<file path="src/rtl/prism_pkg.sv">
// Shared constants for the PRISM input conditioning block: register map and
// bit-field offsets used by both the RTL and anything that talks to it.
package prism_pkg;

  // Register select values on cfg_addr
  localparam logic [1:0] PRISM_IN_CTRL  = 2'd0;
  localparam logic [1:0] PRISM_IN_EDGE  = 2'd1;
  localparam logic [1:0] PRISM_IN_FLAGS = 2'd2;
  localparam logic [1:0] PRISM_IN_MASK  = 2'd3;

  // Field offsets inside the 32-bit registers
  localparam int unsigned EDGE_FALL_LSB = 8;
  localparam int unsigned MASK_COND_LSB = 16;

endpackage

</file>
<file path="src/rtl/prism_glitch_filter.sv">
// One-bit glitch filter: the output level follows the input only after the
// input has differed from it for thresh+1 consecutive samples.
module prism_glitch_filter #(
  parameter int unsigned FILT_BITS = 4
) (
  input  logic                 clk,
  input  logic                 rst,
  input  logic                 din,
  input  logic [FILT_BITS-1:0] thresh,
  output logic                 s,
  output logic                 next_s
);

  logic                 s_q;
  logic [FILT_BITS-1:0] c_q, c_d;

  // Next level / counter; >= lets a lowered thresh flip on the next differing sample
  always_comb begin
    next_s = s_q;
    c_d    = c_q;
    if (din == s_q) begin
      c_d = '0;
    end else if (c_q >= thresh) begin
      next_s = din;
      c_d    = '0;
    end else begin
      // c_q < thresh here, so the increment can never wrap
      c_d = c_q + 1'b1;
    end
  end

  // Filter state, cleared by reset (drops any pending transition)
  always_ff @(posedge clk) begin
    if (rst) begin
      s_q <= 1'b0;
      c_q <= '0;
    end else begin
      s_q <= next_s;
      c_q <= c_d;
    end
  end

  assign s = s_q;

endmodule

</file>
<file path="src/rtl/prism_in_cond.sv">
// PRISM input conditioning: per-bit glitch filter, edge capture into sticky
// W1C flags and a maskable interrupt. Optional input synchroniser is enabled
// by defining PRISM_IN_COND_SYNC_EN.
module prism_in_cond
  import prism_pkg::*;
#(
  parameter int unsigned WIDTH     = 7,
  parameter int unsigned FILT_BITS = 4
) (
  input  logic             clk,
  input  logic             rst,
  input  logic [WIDTH-1:0] raw_in,
  input  logic             cfg_wr,
  input  logic [1:0]       cfg_addr,
  input  logic [31:0]      cfg_wdata,
  output logic [31:0]      cfg_rdata,
  output logic [WIDTH-1:0] cond_out,
  output logic             edge_irq
);

  logic [FILT_BITS-1:0] thresh_q;
  logic [WIDTH-1:0]     rise_en_q, fall_en_q, mask_q;
  logic [WIDTH-1:0]     flags_q, flags_d;
  logic [WIDTH-1:0]     filt_in, s, next_s;
  logic [WIDTH-1:0]     rise, fall, flag_set;

`ifdef PRISM_IN_COND_SYNC_EN
  logic [WIDTH-1:0] sync1_q, sync2_q;

  // Two-flop synchroniser for asynchronously driven pins
  always_ff @(posedge clk) begin
    if (rst) begin
      sync1_q <= '0;
      sync2_q <= '0;
    end else begin
      sync1_q <= raw_in;
      sync2_q <= sync1_q;
    end
  end

  assign filt_in = sync2_q;
`else
  assign filt_in = raw_in;
`endif

  for (genvar i = 0; i < WIDTH; i++) begin : g_filt
    prism_glitch_filter #(
      .FILT_BITS(FILT_BITS)
    ) u_filt (
      .clk   (clk),
      .rst   (rst),
      .din   (filt_in[i]),
      .thresh(thresh_q),
      .s     (s[i]),
      .next_s(next_s[i])
    );
  end

  assign rise     = ~s & next_s;
  assign fall     = s & ~next_s;
  assign flag_set = (rise & rise_en_q) | (fall & fall_en_q);

  // Sticky flags: W1C first, then set so a coincident edge wins
  always_comb begin
    flags_d = flags_q;
    if (cfg_wr && (cfg_addr == PRISM_IN_FLAGS)) begin
      flags_d = flags_d & ~cfg_wdata[WIDTH-1:0];
    end
    flags_d = flags_d | flag_set;
  end

  // Configuration registers and flag state
  always_ff @(posedge clk) begin
    if (rst) begin
      thresh_q  <= '0;
      rise_en_q <= '0;
      fall_en_q <= '0;
      mask_q    <= '0;
      flags_q   <= '0;
    end else begin
      flags_q <= flags_d;
      if (cfg_wr) begin
        case (cfg_addr)
          PRISM_IN_CTRL: thresh_q <= cfg_wdata[FILT_BITS-1:0];
          PRISM_IN_EDGE: begin
            rise_en_q <= cfg_wdata[WIDTH-1:0];
            fall_en_q <= cfg_wdata[EDGE_FALL_LSB +: WIDTH];
          end
          PRISM_IN_MASK: mask_q <= cfg_wdata[WIDTH-1:0];
          default: ;
        endcase
      end
    end
  end

  // Zero-wait-state read mux
  always_comb begin
    cfg_rdata = '0;
    case (cfg_addr)
      PRISM_IN_CTRL: cfg_rdata[FILT_BITS-1:0] = thresh_q;
      PRISM_IN_EDGE: begin
        cfg_rdata[WIDTH-1:0]              = rise_en_q;
        cfg_rdata[EDGE_FALL_LSB +: WIDTH] = fall_en_q;
      end
      PRISM_IN_FLAGS: cfg_rdata[WIDTH-1:0] = flags_q;
      PRISM_IN_MASK: begin
        cfg_rdata[WIDTH-1:0]              = mask_q;
        cfg_rdata[MASK_COND_LSB +: WIDTH] = s;
      end
      default: ;
    endcase
  end

  assign cond_out = s;
  assign edge_irq = |(flags_q & mask_q);

  // Only some write-data fields are decoded
  logic unused_wdata;
  assign unused_wdata = ^cfg_wdata;

endmodule
</file>
<file path="config.mk">
export PLATFORM = sky130hd
export DESIGN_NAME = prism_in_cond
export DESIGN_NICKNAME = d
export VERILOG_FILES = /design/src/rtl/prism_pkg.sv /design/src/rtl/prism_glitch_filter.sv /design/src/rtl/prism_in_cond.sv
export SDC_FILE = /design/constraint.sdc
export NUM_CORES = 1
export LEC_CHECK = 0
export CAP_MARGIN = 10
export CORE_MARGIN = 5
export CORE_UTILIZATION = 45
export CTS_CLUSTER_SIZE = 10
export DETAILED_ROUTE_END_ITERATION = 6
export PLACE_DENSITY = 0.71
export SYNTH_ARGS = -nofsm -noshare
export SYNTH_HDL_FRONTEND = slang
export SYNTH_SLANG_ARGS = --single-unit
</file>
<file path="constraint.sdc">
create_clock -name clk -period 4.96 [get_ports clk]
set_input_delay 0.992 -clock clk [delete_from_list [all_inputs] [get_ports clk]]
set_output_delay 0.992 -clock clk [all_outputs]
set_load 0.01 [all_outputs]
</file>
==> results.txt <==
Worst hold start: fall_en_q[2]
Largest net degree at the start of global routing: 48
Die span in x: 103 um
Hold Path Depth: 2
Reg-to-reg endpoint: flags_q[2]
Initial DRT Pass Iterations: 5
Top FF cell, synth: dfxtp_1
R2R cell count: 5
DRC Markers: 0
F_max: 250 MHz
Diode count: 0
Fin worst setup slack: 0.963 ns
Most numerous cell in the Yosys netlist: dfxtp_1
Final setup viols: 0
R2R Path Start: thresh_q[0]
Grt total ovfl: 0
Die H: 103 um
Ports: 84
Post-CTS Hold Buffers: 0
Synth Register Bits: 67
Post-placement cell area: 4400 sq um
Slowest-stage cell, CP: clkdlybuf4s50_1
Status: complete, no violations
Final setup TNS: 0 ns
FFs w/ async S/R, synth: 0%
DR iter-0 viols: 150
Clock transition at the registers of the reported paths: 0.07 ns
Vias per cell: 5.16
TritonCTS Buffers: 9
Tmin final: 4.00 ns
Clock skew: 0.00590 ns
Num Clock Sinks: 67
Setup Buffers After CTS: 0
Worst-Margin Slew: 0.653 ns
Layout cells sized above 1: 11.5%
Mapped Cells: 420
H-tree depth: 3
Clock Tree Root: clkbuf_8
Hold endpoint: fall_en_q[2]
Critical path data required time: 3.97 ns
Seq/Total Area, Yosys: 34.6%
Total routed wirelength: 8720 um
Filler Cell Count: 750
Gr busiest metal: met2
Met1 Resource Use GR: 22.6%
FF/Latch Area: 1340 sq um
Final HPWL DP: 6290 um
Clock Latency Late Sink: 0.34 ns
CTS resizes: 0
Area delta synth->final: 18.2%
CP arrival: 3.00 ns
Global-route track usage on met3: 3.25%
Core Area: 8300 sq um
Area occupied by multi-input gates: 2280 sq um
CP Capture Type: primary output
Post-Syn Area per Cell: 9.23 sq um
Synth top area cells: dfxtp_1 (35%), ha_1 (11%), nor2_1 (6.1%)
Min-delay worst type: register to register
Synth cell types: 37
Worst VDD drop: 0.000122 V
Relative slew slack: 56.4%
Final Cycle Share: 80.6%
Fin. Hold Viols: 0
Vias in the first global route: 2,873
Power per cell area: 249 nW/um^2
Pre-CTS setup slack: 0.936 ns
Port bufs: 54
Register-to-Register Setup Slack: 3.05 ns
CP Launch Point: cfg_addr[1]
Max-slew violations: 0
Post-Syn Area: 3870 sq um
Final nets: 546
Gpl congestion: 0.795
Commonest cells post-synth: dfxtp_1 (67), nor2_1 (63), a21oi_1 (37)
Post-synth top area share: 34.6%
Initial core utilization: 46.7%
First-pass GRT wire length: 13,900 um
Met2 GRT Util: 27.7%
Area leader, netlist: dfxtp_1
Initial antenna violation count: 0
Class of the most critical setup path: input port to primary output
Critical Path Start Type: input port
CTS Buffer Depth: 2
Post-synth EDFFs: 0
Yosys warnings: 0
Post-route cell area: 4580 sq um
RSZ-0062 raised after global routing: no
Row count: 33
Most common cell on crit path: clkdlybuf4s50_1
CTS tree: done
ANT nets after route: 0
Die Area: 10,600 sq um
P_leak: 1.76 nW
DR vias: 2,973
Max stage delay on crit path: 0.89 ns
Max_cap viols: 0
Crit-path cells: clkdlybuf4s50_1, mux4_2, clkdlybuf4s50_1
Average wire per standard cell: 15.1 um
Crit Path Max Fanout: 11
Gr usage total: 17.1%
## placed cells by master (no fill, tap or decap), types with 7 or more instances in the layout
master / Yosys / routed
dfxtp_1: 67 / 67
nor2_1: 63 / 63
clkdlybuf4s50_1: 0 / 54
a21oi_1: 37 / 37
ha_1: 35 / 35
nand2_1: 29 / 29
inv_1: 24 / 24
nand3b_1: 15 / 15
xnor2_1: 14 / 14
clkbuf_8: 0 / 12
conb_1: 1 / 11
nand3_1: 9 / 9
and2_1: 7 / 7
and3_1: 7 / 7
o21ai_0: 7 / 7
nand2b_4: 7 / 7
a2111oi_4: 7 / 7
o21a_1: 7 / 7
o21ai_2: 7 / 7
xor2_1: 7 / 7
or3b_1: 7 / 7
o21ai_1: 7 / 7
## power by group
group	total (mW)	switching, mW	internal (mW)
Clock	0.415	0.196	0.218
Combinational	0.155	0.0760	0.0793
Sequential	0.570	0.0165	0.553
Total	1.14	0.289	0.851
## registers in the layout (all words and copies together) (netlist names)
| register | flops |
|---|---|
| g_filt.u_filt.c_q | 28 |
| rise_en_q | 7 |
| mask_q | 7 |
| g_filt.u_filt.s | 7 |
| thresh_q | 4 |
| flags_q | 7 |
| fall_en_q | 7 |
## worst max-delay path by stage
stage                   end
6_report       cfg_rdata[3]
5_1_grt        cfg_rdata[6]
4_1_cts        cfg_rdata[6]
3_5_place_dp   cfg_rdata[6]
3_3_place_gp   cfg_rdata[6]
2_1_floorplan  cfg_rdata[4]
## per-layer routing
layer,up-vias,part of all wire [%]
met5,-,0
met4,0,1.3
met3,8,5.6
met2,69,48
met1,1396,45
li1,1500,-
## per-stage QoR
step / power [mW] / hold WS (ns) / util (%) / instances
floorplan: 0.686 / 0.430 / - / 430
global placement: 0.734 / 0.444 / 53.0 / 561
detailed placement: 0.738 / 0.451 / 53.0 / 561
CTS: 1.15 / 0.466 / 55.2 / 576
global route: 1.19 / 0.476 / 55.2 / 576
finish: 1.14 / 0.465 / 55.2 / 576
## cell families after synthesis
group | after synthesis | synth area share (%)
AND/OR/NAND/NOR | 147 | 20.4
multiplexers | 8 | 3.45
adder cells (fa/ha/maj) | 35 | 11.3
AO/OA/AOI/OAI | 86 | 17.8
flip-flops | 67 | 34.6
XOR/XNOR | 21 | 4.75
other | 1 | 0.0968
buffers and inverters | 55 | 7.62
## critical path: cells and delay by family
| kind | cells | cell delay, ns |
|---|---|---|
| buffers and inverters | 2 | 1.40 |
| muxes | 1 | 0.61 |
## cell type report
class / instances / share of cell area, %
inverters: 24 / 1.97
well taps: 105 / 2.87
multi-input cells: 308 / 49.7
repair buffers: 57 / 12.3
clock buffers: 13 / 3.69
clock inverters: 2 / 0.219
flip-flops and latches: 67 / 29.3
Note: power is estimated with default switching activity, not from simulation.
